## src/rtl/vdu_pkg.sv

```systemverilog
// Shared constants, register map and FSM state type for the VDU rectangle-fill blitter.
package vdu_pkg;

  localparam int unsigned FB_W_DEF           = 320;
  localparam int unsigned FB_H_DEF           = 240;
  localparam int unsigned WORDS_PER_LINE_DEF = 80;

  localparam logic [2:0] RegX     = 3'd0;
  localparam logic [2:0] RegY     = 3'd1;
  localparam logic [2:0] RegW     = 3'd2;
  localparam logic [2:0] RegH     = 3'd3;
  localparam logic [2:0] RegColor = 3'd4;
  localparam logic [2:0] RegCtrl  = 3'd5;

  localparam int unsigned CtrlStart = 0;
  localparam int unsigned CtrlAbort = 1;

  typedef enum logic [2:0] {
    StIdle,
    StSetup,
    StReq,
    StWait,
    StNext,
    StDone
  } state_e;

endpackage

```

## src/rtl/vdu_blit_mask.sv

```systemverilog
// Byte-lane write mask for one 4-pixel word: lane n is set when pixel 4*word+n lies in
// [x, x_end).
module vdu_blit_mask (
  input  logic [7:0] word_i,
  input  logic [8:0] x_i,
  input  logic [9:0] x_end_i,
  output logic [3:0] mask_o
);

  logic [9:0] pix;

  always_comb begin
    mask_o = '0;
    pix    = '0;
    for (int n = 0; n < 4; n++) begin
      pix       = {word_i, 2'b00} + 10'(n);
      mask_o[n] = (pix >= {1'b0, x_i}) && (pix < x_end_i);
    end
  end

endmodule

```

## src/rtl/vdu_blitter.sv

```systemverilog
// Rectangle-fill blitter: register-programmed clipped fill of an 8 bpp framebuffer,
// issuing one masked 32-bit VRAM write per word over a req/ack master port.
module vdu_blitter
  import vdu_pkg::*;
#(
  parameter int unsigned FB_W           = FB_W_DEF,
  parameter int unsigned FB_H           = FB_H_DEF,
  parameter int unsigned WORDS_PER_LINE = WORDS_PER_LINE_DEF
) (
  input  logic        clk,
  input  logic        reset_i,
  input  logic        sel_i,
  input  logic        wr_en_i,
  input  logic [2:0]  address_in_i,
  input  logic [31:0] data_in_i,
  output logic [31:0] data_out_o,
  output logic        ack_o,
  output logic        vdu_sel_o,
  output logic        vdu_wr_en_o,
  output logic [3:0]  vdu_wr_mask_o,
  output logic [15:0] vdu_address_o,
  output logic [31:0] vdu_data_o,
  input  logic        vdu_ack_i,
  output logic        busy_o,
  output logic        done_o
);

  localparam logic [9:0]  FbW = 10'(FB_W);
  localparam logic [8:0]  FbH = 9'(FB_H);
  localparam logic [15:0] Wpl = 16'(WORDS_PER_LINE);

  state_e      state_q, state_d;
  logic [8:0]  x_q, w_q;
  logic [7:0]  y_q, h_q, color_q;
  logic        done_sticky_q, abort_q, ack_q;
  logic [31:0] data_out_q, rdata;
  logic [9:0]  x_end_q, x_end_d, x_sum, x_end_calc, x_last;
  logic [8:0]  y_end_q, y_end_d, y_sum, y_end_calc;
  logic [8:0]  row_q, row_d;
  logic [15:0] row_base_q, row_base_d, addr;
  logic [7:0]  word_q, word_d, first_word, last_word;
  logic [3:0]  mask;
  logic        busy, active, ctrl_wr, ctrl_rd, start_req, abort_req, abort_now, degenerate;
  logic        unused_bits;

  assign busy    = (state_q != StIdle);
  assign ctrl_wr = sel_i && wr_en_i && (address_in_i == RegCtrl);
  assign ctrl_rd = sel_i && !wr_en_i && (address_in_i == RegCtrl);
  // ABORT wins over START when both are written together while idle.
  assign start_req = ctrl_wr && !busy && data_in_i[CtrlStart] && !data_in_i[CtrlAbort];
  assign abort_req = ctrl_wr && busy && data_in_i[CtrlAbort];
  assign abort_now = abort_q || abort_req;

  assign x_sum      = {1'b0, x_q} + {1'b0, w_q};
  assign y_sum      = {1'b0, y_q} + {1'b0, h_q};
  assign x_end_calc = (x_sum > FbW) ? FbW : x_sum;
  assign y_end_calc = (y_sum > FbH) ? FbH : y_sum;
  assign degenerate = ({1'b0, x_q} >= FbW) || ({1'b0, y_q} >= FbH) ||
                      (w_q == '0) || (h_q == '0);
  assign first_word = {1'b0, x_q[8:2]};
  assign x_last     = x_end_q - 10'd1;
  assign last_word  = x_last[9:2];
  assign addr       = row_base_q + {8'b0, word_q};

  vdu_blit_mask u_mask (
    .word_i  (word_q),
    .x_i     (x_q),
    .x_end_i (x_end_q),
    .mask_o  (mask)
  );

  always_comb begin
    rdata = '0;
    case (address_in_i)
      RegX:     rdata = {23'b0, x_q};
      RegY:     rdata = {24'b0, y_q};
      RegW:     rdata = {23'b0, w_q};
      RegH:     rdata = {24'b0, h_q};
      RegColor: rdata = {24'b0, color_q};
      RegCtrl:  rdata = {30'b0, done_sticky_q, busy};
      default:  rdata = '0;
    endcase
  end

  always_comb begin
    state_d    = state_q;
    x_end_d    = x_end_q;
    y_end_d    = y_end_q;
    row_d      = row_q;
    row_base_d = row_base_q;
    word_d     = word_q;
    case (state_q)
      StIdle: if (start_req) state_d = degenerate ? StDone : StSetup;
      StSetup: begin
        x_end_d    = x_end_calc;
        y_end_d    = y_end_calc;
        row_d      = {1'b0, y_q};
        row_base_d = 16'(y_q) * Wpl;
        word_d     = first_word;
        state_d    = abort_now ? StDone : StReq;
      end
      StReq:  state_d = StWait;
      StWait: if (vdu_ack_i) state_d = abort_now ? StDone : StNext;
      StNext: begin
        if (abort_now) begin
          state_d = StDone;
        end else if (word_q != last_word) begin
          word_d  = word_q + 8'd1;
          state_d = StReq;
        end else if (row_q + 9'd1 == y_end_q) begin
          state_d = StDone;
        end else begin
          row_d      = row_q + 9'd1;
          row_base_d = row_base_q + Wpl;
          word_d     = first_word;
          state_d    = StReq;
        end
      end
      StDone:  state_d = StIdle;
      default: state_d = StIdle;
    endcase
  end

  always_ff @(posedge clk or posedge reset_i) begin
    if (reset_i) begin
      state_q    <= StIdle;
      x_end_q    <= '0;
      y_end_q    <= '0;
      row_q      <= '0;
      row_base_q <= '0;
      word_q     <= '0;
    end else begin
      state_q    <= state_d;
      x_end_q    <= x_end_d;
      y_end_q    <= y_end_d;
      row_q      <= row_d;
      row_base_q <= row_base_d;
      word_q     <= word_d;
    end
  end

  always_ff @(posedge clk or posedge reset_i) begin
    if (reset_i) begin
      x_q           <= '0;
      y_q           <= '0;
      w_q           <= '0;
      h_q           <= '0;
      color_q       <= '0;
      done_sticky_q <= 1'b0;
      abort_q       <= 1'b0;
      ack_q         <= 1'b0;
      data_out_q    <= '0;
    end else begin
      ack_q      <= sel_i;
      data_out_q <= (sel_i && !wr_en_i) ? rdata : '0;
      if (sel_i && wr_en_i && !busy) begin
        case (address_in_i)
          RegX:     x_q     <= data_in_i[8:0];
          RegY:     y_q     <= data_in_i[7:0];
          RegW:     w_q     <= data_in_i[8:0];
          RegH:     h_q     <= data_in_i[7:0];
          RegColor: color_q <= data_in_i[7:0];
          default:  ;
        endcase
      end
      // A completion in the same cycle as a CTRL read must not be lost.
      if (state_q == StDone) done_sticky_q <= 1'b1;
      else if (ctrl_rd)      done_sticky_q <= 1'b0;
      if (state_q == StDone) abort_q <= 1'b0;
      else if (abort_req)    abort_q <= 1'b1;
    end
  end

  // Address, data and mask stay valid through the whole REQ..ack window.
  assign active        = (state_q == StReq) || (state_q == StWait);
  assign vdu_sel_o     = (state_q == StReq);
  assign vdu_wr_en_o   = (state_q == StReq);
  assign vdu_wr_mask_o = active ? mask : 4'b0;
  assign vdu_address_o = active ? {1'b0, addr[14:0]} : 16'b0;
  assign vdu_data_o    = active ? {4{color_q}} : 32'b0;
  assign busy_o        = busy;
  assign done_o        = (state_q == StDone);
  assign data_out_o    = data_out_q;
  assign ack_o         = ack_q;

  assign unused_bits = ^{data_in_i[31:9], addr[15], x_last[1:0]};

endmodule

```

## config.mk

```make
export PLATFORM = sky130hd
export DESIGN_NAME = vdu_blitter
export DESIGN_NICKNAME = d
export VERILOG_FILES = /design/src/rtl/vdu_pkg.sv /design/src/rtl/vdu_blit_mask.sv /design/src/rtl/vdu_blitter.sv
export SDC_FILE = /design/constraint.sdc
export NUM_CORES = 1
export LEC_CHECK = 0
export BUFFER_PORTS_ARGS = -buffer_cell sky130_fd_sc_hd__buf_2
export CORE_MARGIN = 3
export CORE_UTILIZATION = 58
export DETAILED_ROUTE_END_ITERATION = 8
export GPL_ROUTABILITY_DRIVEN = 0
export GPL_TIMING_DRIVEN = 1
export PLACE_DENSITY = 0.91
export SLEW_MARGIN = 20
export SYNTH_ARGS = -nofsm -noshare
export SYNTH_HDL_FRONTEND = slang
export SYNTH_HIERARCHICAL = 1
export SYNTH_SLANG_ARGS = --single-unit
```

## constraint.sdc

```tcl
create_clock -name clk -period 4.6 [get_ports clk]
set_clock_uncertainty 0.2 [all_clocks]
set_input_delay 1.15 -clock clk [delete_from_list [all_inputs] [get_ports clk]]
set_output_delay 1.15 -clock clk [all_outputs]
set_load 0.005 [all_outputs]
```

# [Yosys cells after proc, flatten, opt, wreduce, memory -nomap -nowiden]
# Index checks and enable logic that the tools add are counted.
[totals] regBits=132 inputBits=40 out_inout_bits=89
[classes] n_addsub=10 n_mul=1 n_lt_le_gt_ge=12 eq_ne=18 muxes=32 reduce_logical=38
[ops] op="$mux 32" count=2
[ops] op="$pmux 9 s6" count=1
[ops] op="$mux 16" count=3
[ops] op="$ge 10x9->1" count=4
[ops] op="$lt 10x10->1" count=4
[ops] op="$mux 9" count=4
[ops] op="$pmux 16 s2" count=1
[ops] op="$mux 8" count=3
[ops] op="$mux 3" count=7
[ops] op="$add 10x2->10 const B" count=2
[ops] op="$pmux 9 s2" count=1
[ops] op="$add 16x7->16 const B" count=1
[ops] op="$pmux 8 s2" count=1
[ops] op="$add 15x8->15" count=1
[ops] op="$mux 15" count=1
[ops] op="$pmux 3 s5" count=1
[ops] op="$logic_and 1x1->1" count=14
[ops] op="$eq 3x2->1 const B" count=4
[ops] op="$eq 3x3->1 const B" count=4
[ops] op="$reduce_and 2->1" count=6
[ops] op="$mul 8x3->11 const B" count=1
[ops] op="$add 10x1->10 const B" count=1
[ops] op="$add 9x9->10" count=1
[ops] op="$gt 10x9->1 const B" count=1
[ops] op="24 further kinds" count=42

# [Depth between registers and ports, before layout]
# Gate-level depths: netlist of the first run.
[logic_depth] word_depth=8 mapped_depth=11 mapped_depth_nobuf=11

# [Hierarchy]
# The synthesis of the first run kept the hierarchy.
[modules_own_cells] module="vdu_blitter" instances=1 cells_per_inst=786 area_each_um2=7280.7 seq_area_each_um2=2602.5
[modules_own_cells] module="vdu_blit_mask" instances=1 cells_per_inst=75 area_each_um2=529.3 seq_area_each_um2=0.0

# [Least setup slack after synthesis of the first run]
# Ideal clock, no wire load.
[synth_path] kind="input-to-reg" from="in address_in_i[1]" to="reg row_base_q[11]" arrival_ns=2.996 required_time_ns=4.273 path_slack_ns=1.278 path_stages=11 path_buffers=3 cell_sequence="buf_2 -> clkinv_1 -> nand2_1 -> nor2_1 -> a31oi_1 -> and4_1 -> buf_2 -> nand2_1 -> clkbuf_1 -> o211ai_1 -> o21ai_1"
[synth_via] elab_chain_cells=7
[synth_lines] element="start, declared" line="vdu_blitter.sv:14" rtl="input logic [2:0] address_in_i,"
[synth_lines] element="$eq 3x3->1" line="vdu_blitter.sv:47" rtl="assign ctrl_wr = sel_i && wr_en_i && (address_in_i == RegCtrl);"
[synth_lines] element="$logic_and 1x1->1" line="vdu_blitter.sv:47"
[synth_lines] element="$logic_and 1x1->1 (2 in a row)" line="vdu_blitter.sv:51" rtl="assign abort_req = ctrl_wr && busy && data_in_i[CtrlAbort];"
[synth_lines] element="$logic_or 1x1->1" line="vdu_blitter.sv:52" rtl="assign abort_now = abort_q || abort_req;"
[synth_lines] element="$ne 2x2->1 (no line)"
[synth_lines] element="$reduce_and 4->1 (no line)"
[synth_lines] element="end signal, assigned" line="vdu_blitter.sv:137" rtl="row_base_q <= row_base_d;"
[synth_lines] element="end, declared" line="vdu_blitter.sv:40" rtl="logic [15:0] row_base_q, row_base_d, addr;"
# Every way passes these cells.
# A chain may end at the register's enable or synchronous reset.

# [Worst setup path in the final report of the first run]
[layout_path] from="reg word_q[5]" to="out vdu_address_o[14]"
[layout_via] elab_chain_cells=2
[layout_lines] element="start, declared" line="vdu_blitter.sv:41" rtl="logic [7:0] word_q, word_d, first_word, last_word;"
[layout_lines] element="start signal, assigned" line="vdu_blitter.sv:138" rtl="word_q <= word_d;"
[layout_lines] element="$add 15x8->15" line="vdu_blitter.sv:63" rtl="assign addr = row_base_q + {8'b0, word_q};"
[layout_lines] element="$mux 15" line="vdu_blitter.sv:179" rtl="assign vdu_address_o = active ? {1'b0, addr[14:0]} : 16'b0;"
[layout_lines] element="end, declared" line="vdu_blitter.sv:21" rtl="output logic [15:0] vdu_address_o,"
# Every way passes these cells.

==> out/qor.yml, run 1 <==
logic_synthesis:
  synth_edf_count: 0
  ys_seq_elements: 104
  synthArstFlopShare_pct: 100
  syn_area_per_cell_um2: 9.07
  ys_seq_area_share_pct: 33.3
  synth_top_area_share_pct: 33.3
  yosys_warnings: 6
  synthDistinctLibCells: 74
  synth_area_um2: 7810
  synth_ff_type: "dfrtp_1"
  ys_top_cells_by_area: "dfrtp_1 (33%), ha_1 (8.5%), mux2_2 (6.2%)"
  netlist.top_cell.by_area: "dfrtp_1"
  syn_inst: 861
drt:
  vias: 6759
  drt_iter0_markers: 815
  ant_nets: 0
  drtPass1Iterations: 6
  drcViolationCount: 0
  vias_per_cell: 6.26
  routedWlPerCell_um: 18.3
  routed_wl_um: 19700
global_routing:
  grt_use_total_pct: 27.1
  antenna_found_initial: 0
  grt_overflow_total: 0
  first_global_vias: 6567
  grt_max_degree: 72
  grt_first_pass_wirelength_um: 32200
finish:
  nNetsFinal: 998
  final_util_pct: 65.1
  layout-drive-gt1-share_pct: 18.7
  diodes: 0
  syn_to_final_growth_pct: 7.37
timing:
  slew_viol_final: 0
  maxSlewHeadroom_pct: 33.5
  fin_tns_setup_ns: 0
  rsz0062_at_grt: "false"
  setup_violations: 0
  fmax_ghz: 0.242
  finalCritPeriodShare_pct: 89.9
  finalCriticalPeriod_ns: 4.13
  hold_viol: 0
  worst_slew_pin_slew_ns: 0.990
job:
  maxCapViolations: 0
floorplanning:
  start_util_pct: 60.7
  die_h_um: 122
  core.rowCount: 41
  ios: 129
  die-area_um2: 14900
  die_w_um: 122
  core_area_um2: 12900
cts:
  cts_tree: "done"
  clk_pin_slew_ns: 0.08
  cts_sinks: 104
  cts_setup_buffers: 0
  clk_latency_ns: 0.37
  cts_root_buffer: "clkbuf_16"
  cts_resized: 0
  numCtsBuffers: 9
  cts_max_path_buffers: 2
  hold_buffers: 0
  htree_levels: 3
worst_setup_path:
  crit_fanout: 9
  worstPathRequired_ns: 3.25
  rr_endpoint: "word_q[1]$_DFFE_PP0P_"
  critical_path_class: "register to output port"
  startpoint: "word_q[5]$_DFFE_PP0P_"
  slowest_delay_ns: 0.58
  reg2regPathDepth: 9
  path_depth: 10
  cp-endpoint: "vdu_address_o[14]"
  worst-r2r-setup-slack_ns: 0.96
  crit_buf_inv: 1
  cp-end-kind: "output port"
  cp_slowest_cell: "dfrtp_1"
  worstPathArrival_ns: 2.78
  worstSetupStartpointType: "register"
  cp_top_family: "compound AO/OA/AOI/OAI gates"
  crit_path_cell_trace: "ha_1, a21oi_1, o21bai_1, a21oi_1, nor2_1, and3_1, nand3_1, xor2_1, nor2_1, buf_2"
  r2r-start: "row_q[0]$_DFFE_PP0P_"
power_and_ir_drop:
  p_sw_share_pct: 46.2
  internal_power_mw: 3.19
  pwr_density_cell_nw_per_um2: 707
  p_total_mw: 5.93
  p_sw_mw: 2.74
  clockPowerShare_pct: 13.9
  peakVddDrop_uv: 322
  power_leakage_nw: 3.91
  p_comb_share_pct: 54.0
  p_seq_share_pct: 32.0
status:
  status: "completed"
placed_design:
  dpl.hpwl_um: 14000
  port_buffers: 81
hold_path:
  hold_path_class: "register to register"
worst min path at each step:
stage / cells after the start / to / start / slack, ns
2_1_floorplan: 1 / row_q[8]$_DFFE_PP0P_ / row_q[8]$_DFFE_PP0P_ / 0.27
3_3_place_gp: 1 / row_q[8]$_DFFE_PP0P_ / row_q[8]$_DFFE_PP0P_ / 0.29
6_report: 1 / row_q[8]$_DFFE_PP0P_ / row_q[8]$_DFFE_PP0P_ / 0.31
3_5_place_dp: 1 / y_end_q[8]$_DFFE_PP0P_ / y_end_q[8]$_DFFE_PP0P_ / 0.30
4_1_cts: 1 / row_q[8]$_DFFE_PP0P_ / row_q[8]$_DFFE_PP0P_ / 0.31
5_1_grt: 1 / row_q[8]$_DFFE_PP0P_ / row_q[8]$_DFFE_PP0P_ / 0.34
power by group through the flow:
stage	clock (mW)	sequential (mW)	combinational, mW
CTS	0.833	1.86	3.18
floorplan	0	1.62	2.59
finish	0.825	1.90	3.20
global placement	0	1.85	3.00
detailed placement	0	1.87	3.13
global route	0.870	1.94	3.59
kinds of logic after synthesis:
| kind of cell | share of synthesized area (%) |
|---|---|
| buffers and inverters | 8.33 |
| AO/OA/AOI/OAI | 18.4 |
| flip-flops | 33.3 |
| adder cells (fa/ha/maj) | 9.26 |
| AND/OR/NAND/NOR | 17.8 |
| XOR/XNOR | 4.71 |
| multiplexers | 8.22 |
| other | 0.0480 |
area by class of cell:
| class | instances | area [um^2] |
|---|---|---|
| Fill cell | 1010 | 4490 |
| Sequential cell | 104 | 2600 |
| Clock inverter | 6 | 86.3 |
| Inverter | 40 | 153 |
| Tap cell | 172 | 215 |
| Multi-Input combinational cell | 660 | 4650 |
| Timing Repair Buffer | 87 | 450 |
| Clock buffer | 10 | 229 |
Yosys cell counts (11+ instances only):
cell      number
nand2_1       54
nor2_1        65
a21oi_1       59
ha_1          53
mux2i_1       12
a31oi_1       16
nand3_1       22
dfrtp_1      104
a211oi_1      11
clkbuf_1      20
buf_4         50
o21ai_0       35
mux2_2        43
nor3_1        25
and2_1        29
xnor2_1       25
inv_1         39
nor2b_1       16
xor2_1        17
registers in the layout, summed over array words and instances, names as in the netlist:
signal,count
w_q,9
row_base_q,11
x_q,9
done_sticky_q,1
row_q,9
h_q,8
color_q,8
y_end_q,9
abort_q,1
state_q,3
x_end_q,10
y_q,8
data_out_o,9
ack_o,1
word_q,8
placed cells by master (no fill, tap or decap), types with 22 or more instances in the layout:
master,n
nand2_1,54
nor3_1,25
xnor2_1,25
conb_1,24
ha_1,53
a21oi_1,58
buf_2,81
nor2_1,65
and2_1,29
nand3_1,22
dfrtp_1,104
mux2_2,43
inv_1,38
o21ai_0,35
metal layers:
metal / routed length (um) / vias to the layer above / part of all wire [%] / global-route usage, %
met5: 0 / - / 0 / 0
met3: 1680 / 69 / 8.5 / 6.73
li1: - / 3136 / - / -
met2: 9480 / 327 / 48 / 44.4
met1: 7900 / 3227 / 40 / 34.5
met4: 646 / 0 / 3.3 / 10.7
through the flow:
step / hold slack, ns / std cells / cell area, um^2 / setup WS (ns)
final: 0.311 / 1079 / 8390 / 0.466
after global routing: 0.337 / 1079 / 8390 / 0.278
after CTS: 0.314 / 1079 / 8380 / 0.495
after detailed placement: 0.295 / 1063 / 8060 / 0.908
after global placement: 0.291 / 1063 / 8060 / 0.982
after floorplan: 0.271 / 884 / 7900 / 0.518
Note: power is estimated with default switching activity, not from simulation.
==> inputs of run 2 (changes only) <==
--- a/config.mk
+++ b/config.mk
@@ -7,11 +7,11 @@
 export LEC_CHECK = 0
 export BUFFER_PORTS_ARGS = -buffer_cell sky130_fd_sc_hd__buf_2
 export CORE_MARGIN = 3
-export CORE_UTILIZATION = 58
+export CORE_UTILIZATION = 59
 export DETAILED_ROUTE_END_ITERATION = 8
 export GPL_ROUTABILITY_DRIVEN = 0
 export GPL_TIMING_DRIVEN = 1
-export PLACE_DENSITY = 0.91
+export PLACE_DENSITY = 0.92
 export SLEW_MARGIN = 20
 export SYNTH_ARGS = -nofsm -noshare
 export SYNTH_HDL_FRONTEND = slang
==> constraint.sdc (replaced) <==
create_clock -name clk -period 5 [get_ports clk]
set_clock_uncertainty 0.2 [all_clocks]
set_input_delay 1.25 -clock clk [delete_from_list [all_inputs] [get_ports clk]]
set_output_delay 1.25 -clock clk [all_outputs]
set_load 0.005 [all_outputs]
==> run 2 against run 1 <==
Net effect: sequential share of layout area increased by 0.084 points; clock-buffer cell count decreased by 1; setup slack improved by 0.34 ns; clock power decreased by 12%; global-route usage increased by 0.16 points; utilization increased by 0.35 points; non-clock buffer count decreased by 1; critical endpoint unchanged; highest routed layer unchanged.
==> out/qor.yml, run 2 (synthesis results as in run 1) <==
cts:
  cts_root_buffer: "clkbuf_16"
  clk_latency_ns: 0.36
  hold_buffers: 0
  cts_setup_buffers: 0
  cts_tree: "done"
  clk_pin_slew_ns: 0.08
  htree_levels: 3
  cts_resized: 0
  numCtsBuffers: 9
  cts_max_path_buffers: 2
  cts_sinks: 104
placed_design:
  place_inst: 1062
  placed_cell_area_um2: 8060
  port_buffers: 81
  dpl.hpwl_um: 14200
floorplanning:
  core_area_um2: 12800
  ios: 129
  core.rowCount: 41
  die-area_um2: 14700
  start_util_pct: 61.1
  die_w_um: 121
  die_h_um: 121
timing:
  maxSlewHeadroom_pct: 28.9
  finalCritPeriodShare_pct: 83.9
  fin_tns_setup_ns: 0
  fmax_ghz: 0.238
  slew_viol_final: 0
  setup_violations: 0
  finalCriticalPeriod_ns: 4.20
  worst_slew_pin_slew_ns: 1.07
  rsz0062_at_grt: "false"
  hold_viol: 0
finish:
  regMostFlops: "row_base_q"
  largest_reg_flops: 11
  layoutNonFillerInstCount: 1078
  final_area_um2: 8360
  final_cell_mix: "dfrtp_1 (104), buf_2 (81), nor2_1 (65)"
  diodes: 0
  final_common_cell: "dfrtp_1"
  layout-drive-gt1-share_pct: 18.7
  nNetsFinal: 997
  top_regs: "row_base_q: 11 flops, x_end_q: 10 flops"
  syn_to_final_growth_pct: 7.08
drt:
  drtPass1Iterations: 6
  ant_nets: 0
  drcViolationCount: 0
  routedWlPerCell_um: 18.1
  vias: 6711
  vias_per_cell: 6.23
  routed_wl_um: 19500
  drt_iter0_markers: 612
power_and_ir_drop:
  p_total_mw: 5.40
  power_leakage_nw: 3.90
  peakVddDrop_uv: 358
  pwr_density_cell_nw_per_um2: 646
job:
  maxCapViolations: 0
global_routing:
  grt_first_pass_wirelength_um: 32100
  grt_util_met1_pct: 34.6
  grt_use_met2_pct: 45.0
  antenna_found_initial: 0
  first_global_vias: 6566
  grt_overflow_total: 0
  gr-max-usage-layer: "met2"
  grt_max_degree: 54
  met3_usage_pct: 6.67
  grt_use_total_pct: 27.3
hold_path:
  hold_path_class: "register to register"
  hold_end: "row_q[8]$_DFFE_PP0P_"
  holdPathStages: 1
  worstHoldStart: "row_q[8]$_DFFE_PP0P_"
worst_setup_path:
  reg2regPathDepth: 9
  crit_fanout: 9
  worstPathRequired_ns: 3.55
  worstPathArrival_ns: 2.75
  rr_endpoint: "word_q[1]$_DFFE_PP0P_"
  critical_path_class: "register to output port"
  worstSetupStartpointType: "register"
  worst-r2r-setup-slack_ns: 1.48
  cp-end-kind: "output port"
  r2r-start: "row_q[0]$_DFFE_PP0P_"
status:
  status: "completed"
[run 2: cell count changes in the layout (fill, tap and decap cells not counted), sizes merged]
cell | before | now
buf | 87 | 86
bufinv | 1 | 0
clkbuf | 10 | 9
clkinv | 3 | 2
clkinvlp | 0 | 1
inv | 42 | 44
[run 2: metal layers]
| metal | up-vias | routed length [um] |
|---|---|---|
| met5 | - | 0 |
| met4 | 0 | 626 |
| met2 | 331 | 9480 |
| li1 | 3130 | - |
| met1 | 3178 | 7640 |
| met3 | 72 | 1790 |
[run 2: how the worst max path moves through the flow]
stage / to / cells after the start / slack [ns] / startpoint
5_1_grt: vdu_address_o[14] / 10 / 0.60 / word_q[5]$_DFFE_PP0P_
4_1_cts: vdu_address_o[14] / 10 / 0.80 / word_q[5]$_DFFE_PP0P_
6_report: vdu_address_o[14] / 10 / 0.80 / word_q[5]$_DFFE_PP0P_
2_1_floorplan: abort_q$_DFFE_PP0P_ / 1 / 0.82 / reset_i
3_3_place_gp: row_base_q[6]$_DFFE_PP0P_ / 10 / 1.10 / address_in_i[1]
3_5_place_dp: row_base_q[13]$_DFFE_PP0P_ / 10 / 1.05 / address_in_i[1]
[run 2: critical path, cell delays in order, from the launching register on]
cell      delay, ns
dfrtp_1        0.54
ha_1           0.33
a21oi_1        0.25
o21bai_1       0.14
a21oi_1        0.30
nor2_1         0.15
and3_1         0.24
nand3_1        0.10
xor2_1         0.15
nor2_1         0.05
buf_2          0.14
[run 2: stage by stage]
step	hold slack, ns	setup WS (ns)	utilization (%)
2_1_floorplan	0.271	0.818	-
3_3_place_gp	0.290	1.10	63.1
3_5_place_dp	0.291	1.05	63.1
4_1_cts	0.306	0.795	65.4
5_1_grt	0.315	0.597	65.5
6_report	0.313	0.805	65.5
[run 2: power breakdown]
group	total [mW]	switching [mW]	internal, mW
sequential	1.74	0.573	1.16
combinational	2.94	1.57	1.37
clock	0.722	0.364	0.358
[run 2: final cells by class]
cell class	count	area (um^2)
Multi-Input combinational cell	660	4650
Fill cell	1015	4410
Sequential cell	104	2600
Timing Repair Buffer	86	443
Clock buffer	9	225
Tap cell	172	215
Inverter	40	153
Clock inverter	7	77.6
==> inputs of run 3 (changes only) <==
--- a/config.mk
+++ b/config.mk
@@ -7,11 +7,11 @@
 export LEC_CHECK = 0
 export BUFFER_PORTS_ARGS = -buffer_cell sky130_fd_sc_hd__buf_2
 export CORE_MARGIN = 3
-export CORE_UTILIZATION = 59
+export CORE_UTILIZATION = 58
 export DETAILED_ROUTE_END_ITERATION = 8
 export GPL_ROUTABILITY_DRIVEN = 0
 export GPL_TIMING_DRIVEN = 1
-export PLACE_DENSITY = 0.92
+export PLACE_DENSITY = 0.91
 export SLEW_MARGIN = 20
 export SYNTH_ARGS = -nofsm -noshare
 export SYNTH_HDL_FRONTEND = slang
==> constraint.sdc (replaced) <==
create_clock -name clk -period 4.3 [get_ports clk]
set_clock_uncertainty 0.2 [all_clocks]
set_input_delay 1.075 -clock clk [delete_from_list [all_inputs] [get_ports clk]]
set_output_delay 1.075 -clock clk [all_outputs]
set_load 0.005 [all_outputs]
==> run 3 against run 2 <==
Net effect: flip-flop and latch count stayed put; die area is 1.6% higher; combinational power up 17%; setup slack lost 0.48 ns; worst hold slack gained 0.0064 ns; register-to-register slack got worse by 0.77 ns; design area grew 0.28%; final cell count grew 0.37%; critical endpoint is now vdu_address_o[13].
==> out/qor.yml, run 3 (synthesis results as in run 1) <==
drt:
  ant_nets: 0
  routed_wl_um: 19800
  drtPass1Iterations: 5
  vias_per_cell: 6.23
  routedWlPerCell_um: 18.3
  drcViolationCount: 0
  vias: 6741
  drt_iter0_markers: 765
worst_setup_path:
  worst-r2r-setup-slack_ns: 0.71
  cp_slowest_cell: "dfrtp_1"
  critical_path_class: "register to output port"
  cp-end-kind: "output port"
  rr_endpoint: "word_q[1]$_DFFE_PP0P_"
  cp_top_family: "compound AO/OA/AOI/OAI gates"
  worstPathArrival_ns: 2.70
  slowest_delay_ns: 0.54
  worstPathRequired_ns: 3.02
  crit_path_cell_trace: "ha_1, a21oi_1, o21bai_1, a21oi_1, nor2_1, and3_1, nand2_1, xor2_1, nor2_1, buf_2"
  worstSetupStartpointType: "register"
  crit_buf_inv: 1
  reg2regPathDepth: 9
  r2r-start: "row_q[0]$_DFFE_PP0P_"
  crit_fanout: 9
hold_path:
  worstHoldStart: "row_q[8]$_DFFE_PP0P_"
  hold_path_class: "register to register"
  holdPathStages: 1
  hold_end: "row_q[8]$_DFFE_PP0P_"
finish:
  nNetsFinal: 1001
  layout-drive-gt1-share_pct: 18.9
  top_regs: "row_base_q: 11 flops, x_end_q: 10 flops"
  regMostFlops: "row_base_q"
  diodes: 0
  syn_to_final_growth_pct: 7.39
  largest_reg_flops: 11
  final_cell_mix: "dfrtp_1 (104), buf_2 (81), nor2_1 (65)"
  final_common_cell: "dfrtp_1"
  final_util_pct: 65.1
cts:
  cts_tree: "done"
  htree_levels: 3
  clk_pin_slew_ns: 0.08
  numCtsBuffers: 9
  cts_setup_buffers: 0
  cts_max_path_buffers: 2
  cts_sinks: 104
  cts_resized: 0
  clk_latency_ns: 0.36
  cts_root_buffer: "clkbuf_16"
  hold_buffers: 0
floorplanning:
  start_util_pct: 60.7
  core_area_um2: 12900
  die-area_um2: 14900
  core.rowCount: 41
  die_h_um: 122
  ios: 129
  die_w_um: 122
timing:
  hold_viol: 0
  fin_tns_setup_ns: 0
  finalCriticalPeriod_ns: 3.97
  finalCritPeriodShare_pct: 92.4
  maxSlewHeadroom_pct: 28.7
  slew_viol_final: 0
  fmax_ghz: 0.252
  worst_slew_pin_slew_ns: 1.07
  setup_violations: 0
  rsz0062_at_grt: "false"
power_and_ir_drop:
  peakVddDrop_uv: 432
  power_leakage_nw: 3.92
  p_total_mw: 6.29
  pwr_density_cell_nw_per_um2: 750
status:
  status: "completed"
job:
  maxCapViolations: 0
global_routing:
  grt_overflow_total: 0
  antenna_found_initial: 0
  grt_use_total_pct: 26.6
  grt_max_degree: 58
  first_global_vias: 6363
  grt_first_pass_wirelength_um: 31600
placed_design:
  port_buffers: 81
  dpl.hpwl_um: 14200
[run 3: cell count changes in the layout (fill, tap and decap cells not counted)]
cell	change
buf_4	+4
inv_8	-3
clkinvlp_4	-1
clkinv_2	+1
inv_6	+2
a21oi_2	-1
a21oi_1	+1
clkinv_8	+1
[run 3: metal layers]
metal  vias to the layer above  part of all wire [%]  wire (um)  global-route usage, %
met1                      3227                    41       8080                   34.7
met5                         -                     0          0                      0
li1                       3124                     -          -                      -
met3                        51                   7.6       1510                   4.13
met4                         0                   2.6        510                   9.24
met2                       339                    49       9690                   45.2
[run 3: area by class of cell]
type	instances	area (um^2)
inverters	40	153
flip-flops and latches	104	2600
multi-input cells	660	4640
repair buffers	90	473
well taps	172	215
clock inverters	7	75.1
fillers	1006	4490
clock buffers	9	225
[run 3: worst register-to-register path, delay by kind of cell (launching register included)]
kind / cells / cell delay, ns
AO/OA/AOI/OAI: 2 / 0.74
XOR/XNOR: 1 / 0.19
AND/OR/NAND/NOR: 4 / 1.22
adder cells (fa/ha/maj): 1 / 0.30
multiplexers: 1 / 0.34
flip-flops: 1 / 0.51
[run 3: worst max path at each step]
stage / endpoint / cells past startpoint / start / slack, ns
global placement: vdu_address_o[14] / 10 / word_q[5]$_DFFE_PP0P_ / 0.76
CTS: vdu_address_o[13] / 10 / word_q[5]$_DFFE_PP0P_ / 0.32
global route: vdu_address_o[14] / 10 / word_q[5]$_DFFE_PP0P_ / 0.14
finish: vdu_address_o[13] / 10 / word_q[5]$_DFFE_PP0P_ / 0.33
detailed placement: vdu_address_o[13] / 10 / word_q[5]$_DFFE_PP0P_ / 0.72
floorplan: abort_q$_DFFE_PP0P_ / 1 / reset_i / 0.29
[run 3: through the flow]
step | cells | instance area [um^2] | setup slack (ns) | hold WS (ns)
2_1_floorplan | 884 | 7900 | 0.293 | 0.271
3_3_place_gp | 1066 | 8090 | 0.763 | 0.292
3_5_place_dp | 1066 | 8090 | 0.715 | 0.305
4_1_cts | 1082 | 8390 | 0.318 | 0.322
5_1_grt | 1082 | 8390 | 0.144 | 0.345
6_report | 1082 | 8390 | 0.327 | 0.319
[run 3: report_power, final]
part           total [mW]  internal [mW]  switching (mW)  leakage, nW
Clock               0.838          0.413           0.425        0.148
Sequential           2.02           1.35           0.671         1.33
Combinational        3.43           1.60            1.83         2.44
Total                6.29           3.36            2.93         3.92
